--- src/rtl/worker_pipe.sv ---
// worker_pipe: pipelined dataflow worker. Holds one packet from the capture
// stage and issues 1-3 worker-results toward the result router, one per cycle.
// Optional feature macro: WORKER_ARITH_EXT_EN enables MINUS/LT/EQ (opcodes 6-8);
// without it those opcodes are dropped as illegal and their logic is not built.
module worker_pipe #(
  parameter int OPC_W   = 4,
  parameter int OPT_W   = 2,
  parameter int ADDR_W  = 10,
  parameter int COLOR_W = 16,
  parameter int DATA_W  = 32
) (
  input  logic                                          CLK,
  input  logic                                          RST,
  input  logic                                          RECEIVE_PC_VALID,
  input  logic [OPC_W+OPT_W+ADDR_W+COLOR_W+4*DATA_W-1:0] RECEIVE_PC_DATA,
  output logic                                          RECEIVE_PC_READY,
  output logic                                          SEND_WR_VALID,
  output logic [OPT_W+ADDR_W+COLOR_W+DATA_W-1:0]        SEND_WR_DATA,
  input  logic                                          SEND_WR_READY,
  output logic                                          ERR_ILLEGAL
);

  localparam int PACKET_WIDTH        = OPC_W + OPT_W + ADDR_W + COLOR_W + 4 * DATA_W;
  localparam int WORKER_RESULT_WIDTH = OPT_W + ADDR_W + COLOR_W + DATA_W;
  localparam int DST_W               = OPT_W + ADDR_W;

  // Field positions inside the packet, LSB first
  localparam int D4_LSB   = 0;
  localparam int D3_LSB   = DATA_W;
  localparam int D2_LSB   = 2 * DATA_W;
  localparam int D1_LSB   = 3 * DATA_W;
  localparam int COL_LSB  = 4 * DATA_W;
  localparam int ADDR_LSB = COL_LSB + COLOR_W;
  localparam int OPT_LSB  = ADDR_LSB + ADDR_W;
  localparam int OPC_LSB  = OPT_LSB + OPT_W;

  localparam logic [OPC_W-1:0] OPC_NOP   = OPC_W'(4'd0);
  localparam logic [OPC_W-1:0] OPC_DIST  = OPC_W'(4'd1);
  localparam logic [OPC_W-1:0] OPC_SWTCH = OPC_W'(4'd2);
  localparam logic [OPC_W-1:0] OPC_SETC  = OPC_W'(4'd3);
  localparam logic [OPC_W-1:0] OPC_SYNC  = OPC_W'(4'd4);
  localparam logic [OPC_W-1:0] OPC_PLUS  = OPC_W'(4'd5);
`ifdef WORKER_ARITH_EXT_EN
  localparam logic [OPC_W-1:0] OPC_MINUS = OPC_W'(4'd6);
  localparam logic [OPC_W-1:0] OPC_LT    = OPC_W'(4'd7);
  localparam logic [OPC_W-1:0] OPC_EQ    = OPC_W'(4'd8);
`endif

  typedef enum logic [0:0] {
    S_IDLE = 1'b0,
    S_EMIT = 1'b1
  } state_t;

  state_t                           r_state;
  state_t                           w_state_nxt;
  logic [1:0]                       r_idx;
  logic [1:0]                       w_idx_nxt;
  logic [PACKET_WIDTH-1:0]          r_pkt;
  logic                             r_out_valid;
  logic [WORKER_RESULT_WIDTH-1:0]   r_out_data;

  // Held-packet fields; results are built only from these, never the live bus
  logic [OPC_W-1:0]   w_opc;
  logic [DST_W-1:0]   w_pkt_dst;
  logic [COLOR_W-1:0] w_color;
  logic [DATA_W-1:0]  w_d1;
  logic [DATA_W-1:0]  w_d2;
  logic [DST_W-1:0]   w_d3_dst;
  logic [DATA_W-1:0]  w_d4;

  assign w_opc     = r_pkt[OPC_LSB +: OPC_W];
  assign w_pkt_dst = r_pkt[ADDR_LSB +: DST_W];
  assign w_color   = r_pkt[COL_LSB +: COLOR_W];
  assign w_d1      = r_pkt[D1_LSB +: DATA_W];
  assign w_d2      = r_pkt[D2_LSB +: DATA_W];
  assign w_d3_dst  = r_pkt[D3_LSB +: DST_W];
  assign w_d4      = r_pkt[D4_LSB +: DATA_W];

  // A destination word carries {option, addr} in its low bits, matching the result layout
  function automatic logic [WORKER_RESULT_WIDTH-1:0] mk_res(
    input logic [DST_W-1:0]   dst,
    input logic [COLOR_W-1:0] col,
    input logic [DATA_W-1:0]  val
  );
    return {dst, col, val};
  endfunction

  logic [WORKER_RESULT_WIDTH-1:0] w_res0;
  logic [WORKER_RESULT_WIDTH-1:0] w_res1;
  logic [WORKER_RESULT_WIDTH-1:0] w_res2;
  logic [WORKER_RESULT_WIDTH-1:0] w_sel;
  logic [1:0]                     w_num;
  logic                           w_nop;
  logic                           w_illegal;

  // Opcode decode: result list and result count for the held packet
  always_comb begin
    w_res0    = '0;
    w_res1    = '0;
    w_res2    = '0;
    w_num     = 2'd1;
    w_nop     = 1'b0;
    w_illegal = 1'b0;
    case (w_opc)
      OPC_NOP: begin
        w_nop = 1'b1;
      end
      OPC_DIST: begin
        w_res0 = mk_res(w_d2[DST_W-1:0], w_color, w_d1);
        w_res1 = mk_res(w_d3_dst, w_color, w_d1);
        w_res2 = mk_res(w_d4[DST_W-1:0], w_color, w_d1);
        // an all-ones third destination is a sentinel and is skipped
        if (w_d4 == {DATA_W{1'b1}}) begin
          w_num = 2'd2;
        end else begin
          w_num = 2'd3;
        end
      end
      OPC_SWTCH: begin
        if (w_d2 != {DATA_W{1'b0}}) begin
          w_res0 = mk_res(w_d3_dst, w_color, w_d1);
        end else begin
          w_res0 = mk_res(w_d4[DST_W-1:0], w_color, w_d1);
        end
      end
      OPC_SETC: begin
        w_res0 = mk_res(w_pkt_dst, w_d2[COLOR_W-1:0], w_d1);
      end
      OPC_SYNC: begin
        w_res0 = mk_res(w_d3_dst, w_color, w_d1);
        w_res1 = mk_res(w_d4[DST_W-1:0], w_color, w_d2);
        w_num  = 2'd2;
      end
      OPC_PLUS: begin
        w_res0 = mk_res(w_pkt_dst, w_color, w_d1 + w_d2);
      end
`ifdef WORKER_ARITH_EXT_EN
      OPC_MINUS: begin
        w_res0 = mk_res(w_pkt_dst, w_color, w_d1 - w_d2);
      end
      OPC_LT: begin
        w_res0 = mk_res(w_pkt_dst, w_color, {{(DATA_W-1){1'b0}}, (w_d1 < w_d2)});
      end
      OPC_EQ: begin
        w_res0 = mk_res(w_pkt_dst, w_color, {{(DATA_W-1){1'b0}}, (w_d1 == w_d2)});
      end
`endif
      default: begin
        w_illegal = 1'b1;
      end
    endcase
  end

  // Select the result addressed by the emit index
  always_comb begin
    w_sel = '0;
    case (r_idx)
      2'd0:    w_sel = w_res0;
      2'd1:    w_sel = w_res1;
      2'd2:    w_sel = w_res2;
      default: w_sel = '0;
    endcase
  end

  logic w_out_free;
  logic w_load;
  logic w_retire;
  logic w_ready;
  logic w_accept;

  assign w_out_free = !r_out_valid || SEND_WR_READY;

  // Issue control: load one result per free output slot, retire on the last one
  always_comb begin
    w_load   = 1'b0;
    w_retire = 1'b0;
    if (r_state == S_EMIT) begin
      if (w_nop || w_illegal) begin
        w_retire = 1'b1;
      end else if (w_out_free) begin
        w_load = 1'b1;
        if (r_idx == (w_num - 2'd1)) begin
          w_retire = 1'b1;
        end else begin
          w_retire = 1'b0;
        end
      end else begin
        w_load   = 1'b0;
        w_retire = 1'b0;
      end
    end else begin
      w_load   = 1'b0;
      w_retire = 1'b0;
    end
  end

  // Ready is forced low while reset is asserted so every output reads 0 in reset
  assign w_ready  = RST && ((r_state == S_IDLE) || w_retire);
  assign w_accept = RECEIVE_PC_VALID && w_ready;

  // Next state: a new packet overrides retirement so back-to-back packets never bubble
  always_comb begin
    w_state_nxt = r_state;
    w_idx_nxt   = r_idx;
    if (w_accept) begin
      w_state_nxt = S_EMIT;
      w_idx_nxt   = 2'd0;
    end else if (w_retire) begin
      w_state_nxt = S_IDLE;
      w_idx_nxt   = 2'd0;
    end else if (w_load) begin
      w_state_nxt = r_state;
      w_idx_nxt   = r_idx + 2'd1;
    end else begin
      w_state_nxt = r_state;
      w_idx_nxt   = r_idx;
    end
  end

  // State and emit-index registers
  always_ff @(posedge CLK or negedge RST) begin
    if (!RST) begin
      r_state <= S_IDLE;
      r_idx   <= 2'd0;
    end else begin
      r_state <= w_state_nxt;
      r_idx   <= w_idx_nxt;
    end
  end

  // Packet holding register, loaded only on an accepted transfer
  always_ff @(posedge CLK or negedge RST) begin
    if (!RST) begin
      r_pkt <= '0;
    end else if (w_accept) begin
      r_pkt <= RECEIVE_PC_DATA;
    end else begin
      r_pkt <= r_pkt;
    end
  end

  // Registered result output; data holds until the router takes it
  always_ff @(posedge CLK or negedge RST) begin
    if (!RST) begin
      r_out_valid <= 1'b0;
      r_out_data  <= '0;
    end else if (w_load) begin
      r_out_valid <= 1'b1;
      r_out_data  <= w_sel;
    end else if (SEND_WR_READY) begin
      r_out_valid <= 1'b0;
      r_out_data  <= r_out_data;
    end else begin
      r_out_valid <= r_out_valid;
      r_out_data  <= r_out_data;
    end
  end

  assign RECEIVE_PC_READY = w_ready;
  assign SEND_WR_VALID    = r_out_valid;
  assign SEND_WR_DATA     = r_out_data;
  assign ERR_ILLEGAL      = (r_state == S_EMIT) && w_illegal;

endmodule

--- config.mk ---
export PLATFORM = sky130hd
export DESIGN_NAME = worker_pipe
export DESIGN_NICKNAME = d
export VERILOG_FILES = /design/src/rtl/worker_pipe.sv
export SDC_FILE = /design/constraint.sdc
export NUM_CORES = 1
export LEC_CHECK = 0
export ABC_AREA = 1
export CAP_MARGIN = 20
export CORE_MARGIN = 10
export CORE_UTILIZATION = 35
export CTS_CLUSTER_SIZE = 20
export DETAILED_ROUTE_END_ITERATION = 16
export PLACE_DENSITY = 0.59
export RECOVER_POWER = 25
export SETUP_SLACK_MARGIN = 0.3
export SYNTH_ARGS = -nofsm -noshare
export SYNTH_HDL_FRONTEND = slang
export SYNTH_SLANG_ARGS = --single-unit
--- constraint.sdc ---
create_clock -name CLK -period 7.82 [get_ports CLK]
set_clock_uncertainty 0.15 [all_clocks]
set_input_delay 2.346 -clock CLK [delete_from_list [all_inputs] [get_ports CLK]]
set_output_delay 2.346 -clock CLK [all_outputs]
set_load 0.03 [all_outputs]
==> reports/metrics.csv, run 1 <==
stage,metric,value,unit
logic_synthesis,yosys-top-cells-count,"nand2_1, dfrtp_1, nand4_1, nor2_1, a21oi_1",
timing,setup_viol,0,
final_layout,area_growth,26.0,%
logic_synthesis,yosys_warnings,0,
logic_synthesis,yosysUniqueCellTypes,40,
cts,cts_buffers,24,
logic_synthesis,synth_area,11800,um2
cts,clk_latency,0.55,ns
worst_hold_path,hold_depth,2,
critical_path,path_class,input port to output pin,
final_layout,layout.cells.non_filler,2233,
logic_synthesis,netlist_instances,1621,
die,rows,67,
power_and_ir_drop,cellLeakagePower,7.11,nW
critical_path,max_stage_delay,0.69,ns
global_routing,antenna_found_initial,0,
critical_path,crit_path_start_kind,input port,
worst_hold_path,hold_path_end,r_pkt[19],
power_and_ir_drop,power_density,275,nW/um2
timing,worstMarginPinSlew,3.33,ns
final_layout,final_util,44.5,%
timing,fmax,0.151,GHz
critical_path,cp_slowest_cell,clkdlybuf4s50_1,
power_and_ir_drop,ir_drop,0.196,mV
die,chipWidth,204,um
logic_synthesis,synth_area_per_cell,7.28,um2
detailed_routing,drt_iter0_drc,1039,
detailed_routing,vias,11700,
detailed_routing,ant_nets,0,
cts,cts.htree.levels,1,
timing,slew_viol_final,126,
global_routing,overflow,0,
cts,ctsResizeCount,0,
critical_path,crit_path_cell_trace,clkdlybuf4s50_1 > nor2_1 > inv_1 > nand2_1 > nor2_1 > nand2_1 > nand3_4 > nand2_1 > inv_1 > clkdlybuf4s50_1,
die,ioPinCount,227,
job,drv_cap,2,
die,initial_utilization,35.3,%
global_routing,grt_max_degree,89,
logic_synthesis,yosysMostFrequentCell,nand2_1,
detailed_routing,post_drt_wl_per_cell,19.1,um
timing,rsz0062_at_grt,no,
timing,tns,0,ns
critical_path,cp.required,5.32,ns
placed_design,dp_cells,2191,
placed_design,gp_congestion,0.904,
detailed_routing,drt_wl_total,42.6,mm
critical_path,worst_path_most_repeated_cell,nand2_1,
cts,holdBufCountCts,0,
cts,tritoncts,built,
cts,clk_pin_slew_worst_paths,0.05,ns
timing,period_share,84.8,%
status,run_status,"complete, but fails checks",
global_routing,grt_pass1_wl,67.0,mm
placed_design,io_buffers,206,
critical_path,end_kind,output pin,
detailed_routing,drt_pre_antenna_iters,5,
critical_path,ff2ff_setup_slack,2.81,ns
timing,final-hold-violation-count,0,
critical_path,ff2ff_path_depth,11,
logic_synthesis,synth_top_area_share,43.3,%
detailed_routing,avgViaCountPerCell,5.26,
die,design.die.area,41400,um2
timing,hold_ws,0.318,ns
final_layout,layout-drive-gt1-share,3.70,%
status,failed_checks,"capacitance limit, slew limit",
timing,period_minus_slack,6.63,ns
die,dieHeight,204,um
final_layout,stdcell_area,14900,um2
worst_hold_path,min_path_type,flip-flop to flip-flop,
logic_synthesis,synth_edf_count,0,
logic_synthesis,ys.flop_type,dfrtp_1,
critical_path,crit_fanout,2,
placed_design,dp_hpwl,30.6,mm
cts,cts_root_buf,clkbuf_16,
power_and_ir_drop,power,4.08,mW
timing,relSlewSlack,-122,%
cts,cts.path.max_buffers,3,
logic_synthesis,yosys.area.top_type,dfrtp_1,
logic_synthesis,yosys-top-cells-area,"dfrtp_1, nand2_1, nand4_1, ha_1, a21oi_1",
logic_synthesis,yosysSeqAreaShare,43.3,%
final_layout,ff_latch_area,5100,um2
cts,postCtsSetupRepairBufs,0,
final_layout,nets,1969,
logic_synthesis,syn-num-nets,1821,
detailed_routing,drc,0,
global_routing,grt_pass1_vias,11600,
final_layout,nFillCells,3430,
final_layout,multi_input_area,6030,um2
timing,setup_ws,1.19,ns
logic_synthesis,yosys_register_bits,204,
die,core-area,33400,um2
critical_path,r2r-start,r_pkt[156],
critical_path,rr_endpoint,SEND_WR_DATA[2],
placed_design,dp_slack,1.16,ns
worst_hold_path,hold_path_startpoint,r_pkt[19],
critical_path,cp.arrival,4.13,ns
logic_synthesis,synthArstFlopShare,100,%
final_layout,antenna_cells,0,
global_routing,grt_usage,20.1,%
placed_design,placed_area,14100,um2
cts,clock_sinks,204,
power by group:
part / total, mW / internal (mW) / switching, mW
Clock: 1.11 / 0.647 / 0.463
Combinational: 1.48 / 0.529 / 0.948
Sequential: 1.50 / 1.28 / 0.216
Total: 4.08 / 2.46 / 1.63
critical path: cells and delay by family:
kind | cells | cell delay, ns
buf+inv | 4 | 1.31
simple gates | 6 | 0.47
logic make-up after synthesis:
group           synth area share (%)
simple gates                    36.7
compound gates                  10.0
flops                           43.3
buf+inv                         5.70
fa+ha+maj                       3.88
xor+xnor                       0.371
layout make-up:
type                    count  area share [%]
multi-input cells        1257            40.6
flip-flops and latches    204            34.3
repair buffers            218            14.4
clock buffers              35            4.66
well taps                 448            3.77
inverters                  64            1.62
clock inverters             7           0.572
worst max-delay path by stage:
stage	slack (ns)	to	start	cells after the start
after floorplan	1.93	RECEIVE_PC_READY	RST	5
after global placement	1.14	RECEIVE_PC_READY	SEND_WR_READY	10
after detailed placement	1.16	RECEIVE_PC_READY	SEND_WR_READY	10
after CTS	1.16	RECEIVE_PC_READY	SEND_WR_READY	10
after global routing	1.07	RECEIVE_PC_READY	SEND_WR_READY	10
final	1.19	RECEIVE_PC_READY	SEND_WR_READY	10
layout by cell type, fill, tap and decap left out, types with 24 or more instances in the layout:
| master | instances |
|---|---|
| inv_1 | 55 |
| nand2_1 | 674 |
| nor2_1 | 84 |
| o21ai_1 | 27 |
| o21ai_0 | 53 |
| a21oi_1 | 83 |
| a22oi_1 | 24 |
| nand3_1 | 60 |
| ha_1 | 35 |
| clkdlybuf4s50_1 | 197 |
| dfrtp_1 | 204 |
| nand4_1 | 151 |
| clkbuf_16 | 24 |
per-layer routing:
layer / vias to the layer above / GRT usage [%] / part of all wire (%)
li1: 5748 / - / -
met3: 54 / 3.71 / 6.2
met2: 324 / 32.9 / 47
met4: 0 / 5.04 / 2.4
met1: 5623 / 26.7 / 44
met5: - / 0 / 0
registers in the layout, summed over array words and instances, names as in the netlist:
name,cells
SEND_WR_DATA,60
SEND_WR_VALID,1
r_state,1
r_pkt,140
r_idx,2
Note: power is estimated with default switching activity, not from simulation.
==> inputs of run 2 (changes only) <==
--- a/config.mk
+++ b/config.mk
@@ -11,7 +11,7 @@
 export CORE_UTILIZATION = 35
 export CTS_CLUSTER_SIZE = 20
 export DETAILED_ROUTE_END_ITERATION = 16
-export PLACE_DENSITY = 0.59
+export PLACE_DENSITY = 0.61
 export RECOVER_POWER = 25
 export SETUP_SLACK_MARGIN = 0.3
 export SYNTH_ARGS = -nofsm -noshare
==> constraint.sdc (replaced) <==
create_clock -name CLK -period 5.4 [get_ports CLK]
set_clock_uncertainty 0.15 [all_clocks]
set_input_delay 1.62 -clock CLK [delete_from_list [all_inputs] [get_ports CLK]]
set_output_delay 1.62 -clock CLK [all_outputs]
set_load 0.03 [all_outputs]
==> run 2 against run 1 <==
Count of clock-buffer cells in the layout is 4 lower. Register-to-register slack got worse by 1.0 ns. Sequential share of layout area is 0.23 points lower. Hold slack worse by 0.00090 ns. The flow still finishes with violations (capacitance limit, slew limit). Sequential power grew 45%. Flip-flop and latch count did not move. Combinational power rose by 45%. Global-route usage barely moved.
==> reports/metrics.csv, run 2 (synthesis results as in run 1) <==
stage,metric,value,unit
placed_design,dp_cells,2195,
critical_path,cp.arrival,3.15,ns
critical_path,crit_path_start_kind,input port,
detailed_routing,drt_pre_antenna_iters,5,
power_and_ir_drop,power,6.00,mW
critical_path,cp.required,3.63,ns
power_and_ir_drop,pwr-share-seq,36.2,%
critical_path,crit_buf_inv,4,
die,design.die.area,41400,um2
final_layout,largest_register_ffs,140,
timing,relSlewSlack,-42.2,%
final_layout,final_common_cell,nand2_1,
detailed_routing,drt_wl_total,42.6,mm
die,rows,67,
detailed_routing,vias,11900,
worst_hold_path,min_path_type,flip-flop to flip-flop,
placed_design,io_buffers,206,
timing,final-hold-violation-count,0,
critical_path,worst_path_most_repeated_cell,nand2_1,
power_and_ir_drop,power_density,401,nW/um2
cts,clock_sinks,204,
timing,rsz0062_at_grt,no,
power_and_ir_drop,comb_power_share,35.8,%
timing,worstMarginPinSlew,2.13,ns
cts,cts.htree.levels,1,
critical_path,path_class,input port to output pin,
final_layout,area_growth,26.9,%
cts,tritoncts,built,
power_and_ir_drop,ir_drop,0.208,mV
detailed_routing,drt_iter0_drc,952,
cts,clk_latency,0.54,ns
status,failed_checks,"capacitance limit, slew limit",
timing,fmax,0.203,GHz
global_routing,grt_pass1_vias,11800,
placed_design,dp_hpwl,30.6,mm
power_and_ir_drop,p_int,3.63,mW
timing,period_share,91.0,%
die,chipWidth,204,um
placed_design,gp_congestion,0.882,
global_routing,overflow,0,
detailed_routing,post_drt_wl_per_cell,19.0,um
timing,setup_viol,0,
die,dieHeight,204,um
detailed_routing,avgViaCountPerCell,5.31,
power_and_ir_drop,cellLeakagePower,7.13,nW
power_and_ir_drop,p_sw_share,39.5,%
critical_path,max_stage_delay,0.50,ns
global_routing,grt_max_degree,141,
status,run_status,"complete, but fails checks",
job,drv_cap,3,
timing,slew_viol_final,160,
final_layout,layout.cells.non_filler,2240,
detailed_routing,ant_nets,0,
global_routing,grt_usage,20.1,%
critical_path,cpLargestDelayFamily,buffers and inverters,
final_layout,nets,1974,
cts,cts.path.max_buffers,3,
global_routing,antenna_found_initial,3,
cts,clk_pin_slew_worst_paths,0.06,ns
cts,cts_root_buf,clkbuf_16,
detailed_routing,drc,0,
timing,tns,0,ns
critical_path,cp_slowest_cell,clkdlybuf4s50_1,
timing,period_minus_slack,4.92,ns
final_layout,regMostFlops,r_pkt,
final_layout,nFillCells,3454,
cts,holdBufCountCts,0,
die,initial_utilization,35.3,%
power_and_ir_drop,net-switching-power,2.37,mW
cts,cts_buffers,24,
critical_path,crit_fanout,2,
final_layout,layout-drive-gt1-share,4.02,%
critical_path,end_kind,output pin,
global_routing,grt_pass1_wl,67.1,mm
final_layout,final_cell_mix,"nand2_1, dfrtp_1, clkdlybuf4s50_1",
power_and_ir_drop,pwr-share-clk,28.0,%
critical_path,crit_path_cell_trace,clkdlybuf4s50_1 > nor2_1 > inv_1 > nand2_1 > nor2_1 > nand2_1 > nand3_4 > nand2_1 > inv_1 > dlygate4sd2_1,
die,core-area,33400,um2
die,ioPinCount,227,
run 2: changes by cell type in the layout (fill, tap and decap cells not counted), sizes merged:
cell / before / now
dlygate4sd3: 7 / 0
diode: 0 / 2
clkinvlp: 0 / 1
clkbuf: 37 / 35
clkinv: 6 / 7
dlygate4sd2: 0 / 1
bufinv: 1 / 3
clkdlybuf4s50: 197 / 203
buf: 12 / 15
run 2: power by group through the flow:
stage | clock network [mW] | logic, mW | registers [mW]
2_1_floorplan | 0 | 1.08 | 2.35
3_3_place_gp | 0 | 2.13 | 2.18
3_5_place_dp | 0 | 2.15 | 2.19
4_1_cts | 1.72 | 2.16 | 2.17
5_1_grt | 1.78 | 2.39 | 2.21
6_report | 1.68 | 2.15 | 2.17
run 2: final cells by class:
cell class	instances	area, um2	share of cell area (%)
Multi-Input combinational cell	1257	6030	40.3
Sequential cell	204	5100	34.1
Timing Repair Buffer	223	2200	14.7
Clock buffer	31	657	4.39
Tap cell	448	561	3.75
Inverter	64	240	1.61
Clock inverter	11	161	1.08
Antenna cell	2	5.00	0.0334
run 2: metrics by stage:
stage	util (%)	area [um2]	worst slack (ns)	hold slack (ns)
2_1_floorplan	-	11800	0.965	0.292
3_3_place_gp	42.4	14100	0.183	0.305
3_5_place_dp	42.4	14100	0.208	0.309
4_1_cts	44.8	15000	0.462	0.324
5_1_grt	44.8	15000	0.313	0.341
6_report	44.8	15000	0.485	0.317
run 2: path summary, 6_finish.rpt:
kind | start | to | slack (ns) | cells past startpoint
max | SEND_WR_READY | RECEIVE_PC_READY | 0.48 | 10
min | r_pkt[21] | r_pkt[21] | 0.32 | 2
max reg2reg | r_pkt[159] | r_pkt[84] | 1.78 | 13
min reg2reg | r_pkt[21] | r_pkt[21] | 0.32 | 2
max in group asynchronous | RST | r_pkt[10] | 1.55 | 3
min in group asynchronous | RST | r_pkt[105] | 1.74 | 2
run 2: timing repair:
item                                    in CTS  in global routing
gates resized for setup                      1                  0
endpoints found under the setup margin       1                  0
buffers inserted                             0                  0
run 2: worst reg2reg max path: stages, from the launching register on:
cell and delay (ns):
dfrtp_1 0.41, nor2_1 0.39, nand3b_1 0.13, nor2_1 0.10, nand3_1 0.16, nand3_1 0.12, nand2_1 0.05, nor2_1 0.08
nand2_1 0.10, nand3_4 0.08, buf_4 0.65, buf_4 0.72, nand4_1 0.29, nand2_1 0.13
run 2: layer usage:
layer / routed length, um / GRT usage, % / vias up / share of wire (%)
li1: - / - / 5763 / -
met1: 18900 / 26.6 / 5711 / 44
met2: 19500 / 32.1 / 346 / 46
met3: 2770 / 4.22 / 76 / 6.5
met4: 1350 / 6.42 / 2 / 3.2
met5: 18 / 0 / - / 0.042
==> inputs of run 3 (changes only) <==
--- a/config.mk
+++ b/config.mk
@@ -7,11 +7,13 @@
 export LEC_CHECK = 0
 export ABC_AREA = 1
 export CAP_MARGIN = 20
+export CELL_PAD_IN_SITES_DETAIL_PLACEMENT = 1
+export CELL_PAD_IN_SITES_GLOBAL_PLACEMENT = 2
 export CORE_MARGIN = 10
-export CORE_UTILIZATION = 35
+export CORE_UTILIZATION = 27
 export CTS_CLUSTER_SIZE = 20
 export DETAILED_ROUTE_END_ITERATION = 16
-export PLACE_DENSITY = 0.61
+export PLACE_DENSITY = 0.79
 export RECOVER_POWER = 25
 export SETUP_SLACK_MARGIN = 0.3
 export SYNTH_ARGS = -nofsm -noshare
==> run 3 against run 2 <==
The flow now finishes without violations. Total power rose by 2.1%. Clock power grew 4%. Flip-flop and latch count did not move. First-iteration DRC count down 31%. Hold slack improved by 0.0035 ns. Core utilization is 9.7 points lower. Via count is 0.29% higher. Combinational power rose by 2%. Sequential power about the same. Worst setup slack worse by 0.0090 ns. Global-route usage down 2.2 points. Cell area is 1.4% higher.
==> reports/metrics.csv, run 3 (synthesis results as in run 1) <==
stage,metric,value,unit
power_and_ir_drop,p_int,3.68,mW
die,core-area,43200,um2
placed_design,io_buffers,206,
placed_design,placed_area,14300,um2
critical_path,crit_path_start_kind,input port,
detailed_routing,dr.max_layer_used,met5,
global_routing,grt_pass1_vias,12800,
final_layout,layout-drive-gt1-share,4.40,%
status,run_status,"complete, no violations",
power_and_ir_drop,power,6.13,mW
timing,rsz0062_at_grt,no,
critical_path,cp.arrival,3.15,ns
die,design.die.area,52400,um2
placed_design,dp_hpwl,34.9,mm
final_layout,regMostFlops,r_pkt,
power_and_ir_drop,p_sw_share,40.0,%
final_layout,nets,1976,
die,initial_utilization,27.3,%
power_and_ir_drop,comb_power_share,36.0,%
die,ioPinCount,227,
cts,cts_buffers,26,
critical_path,path_class,input port to output pin,
detailed_routing,drt_iter0_drc,657,
power_and_ir_drop,pwr-share-seq,35.6,%
detailed_routing,wl_met2,23.1,mm
timing,setup_viol,0,
final_layout,final_util,35.1,%
final_layout,stdcell_area,15200,um2
timing,worstMarginPinSlew,1.01,ns
cts,clock_sinks,204,
detailed_routing,drc,0,
worst_hold_path,hold_depth,2,
timing,final-hold-violation-count,0,
critical_path,cp.required,3.63,ns
job,drv_cap,0,
power_and_ir_drop,net-switching-power,2.45,mW
cts,cts_root_buf,clkbuf_16,
detailed_routing,drt_pre_antenna_iters,5,
timing,tns,0,ns
final_layout,final_common_cell,nand2_1,
detailed_routing,wl_met1,21.7,mm
cts,holdBufCountCts,0,
worst_hold_path,min_path_type,flip-flop to flip-flop,
global_routing,overflow,0,
die,chipWidth,229,um
global_routing,grt_usage,17.8,%
critical_path,ff2ff_path_depth,13,
placed_design,gp_congestion,0.917,
global_routing,grt_max_degree,152,
final_layout,area_growth,28.7,%
cts,clk_latency,0.55,ns
timing,period_minus_slack,4.92,ns
power_and_ir_drop,pwr-share-clk,28.5,%
final_layout,largest_register_ffs,140,
power_and_ir_drop,cellLeakagePower,7.17,nW
global_routing,antenna_found_initial,2,
detailed_routing,drt_wl_total,48.0,mm
die,dieHeight,229,um
cts,cts.path.max_buffers,3,
cts,clk_pin_slew_worst_paths,0.05,ns
global_routing,grt_pass1_wl,75.2,mm
power_and_ir_drop,ir_drop,0.234,mV
timing,fmax,0.203,GHz
detailed_routing,post_drt_wl_per_cell,20.2,um
critical_path,crit_fanout,2,
detailed_routing,wl_met3,2.39,mm
final_layout,final_cell_mix,"nand2_1, dfrtp_1, clkdlybuf4s50_1",
detailed_routing,vias,11900,
timing,relSlewSlack,32.3,%
detailed_routing,avgViaCountPerCell,5.01,
timing,slew_viol_final,0,
detailed_routing,ant_nets,0,
cts,tritoncts,built,
power_and_ir_drop,power_density,404,nW/um2
die,rows,76,
timing,period_share,91.2,%
cts,cts.htree.levels,1,
critical_path,end_kind,output pin,
[run 3: cell count changes in the layout (fill, tap and decap cells not counted), sizes merged]
| cell | delta |
|---|---|
| buf | +3 |
| bufinv | -1 |
| clkbuf | +1 |
| clkinv | +2 |
| clkinvlp | -1 |
| diode | -1 |
[run 3: what timing repair did]
action | in CTS | in global routing
gates resized for setup | 1 | 1
buffers inserted | 0 | 0
endpoints found under the setup margin | 1 | 1
[run 3: per-stage QoR]
step	std cells	hold WS (ns)	setup WS (ns)
after floorplan	1621	0.292	0.965
after global placement	2333	0.305	0.144
after global routing	2379	0.348	0.337
final	2380	0.321	0.476
after detailed placement	2333	0.309	0.171
after CTS	2379	0.324	0.404
[run 3: area by class of cell]
class	count	area, um2
fillers	5322	28000
multi-input cells	1257	6030
flip-flops and latches	204	5100
repair buffers	223	2200
clock buffers	35	734
well taps	585	732
inverters	64	240
clock inverters	11	120
diodes	1	2.50
[run 3: worst paths after layout]
| kind | startpoint | to | slack, ns |
|---|---|---|---|
| hold / removal | r_pkt[23] | r_pkt[23] | 0.32 |
| max in group asynchronous | RST | SEND_WR_DATA[30] | 2.54 |
| setup reg to reg | r_pkt[159] | r_pkt[158] | 1.84 |
| setup / recovery | SEND_WR_READY | RECEIVE_PC_READY | 0.48 |
| hold reg to reg | r_pkt[23] | r_pkt[23] | 0.32 |
| min in group asynchronous | RST | r_pkt[71] | 1.10 |
[run 3: critical path: stages]
cell,delay [ns]
clkdlybuf4s50_1,0.47
nor2_2,0.06
inv_1,0.06
nand2_1,0.05
nor2_1,0.10
nand2_1,0.12
nand3_4,0.09
nand2_1,0.09
inv_1,0.08
dlygate4sd2_1,0.40
[run 3: per-layer routing]
layer | GRT usage [%] | vias up
li1 | - | 5771
met1 | 22.8 | 5881
met2 | 30.6 | 225
met3 | 3.31 | 54
met4 | 4.12 | 2
met5 | 0 | -
[run 3: power groups by stage]
stage	Combinational (mW)	Sequential (mW)	Clock [mW]
after floorplan	1.08	2.35	0
after global placement	2.19	2.19	0
after detailed placement	2.23	2.20	0
after CTS	2.24	2.18	1.80
after global routing	2.45	2.22	1.87
final	2.20	2.18	1.74
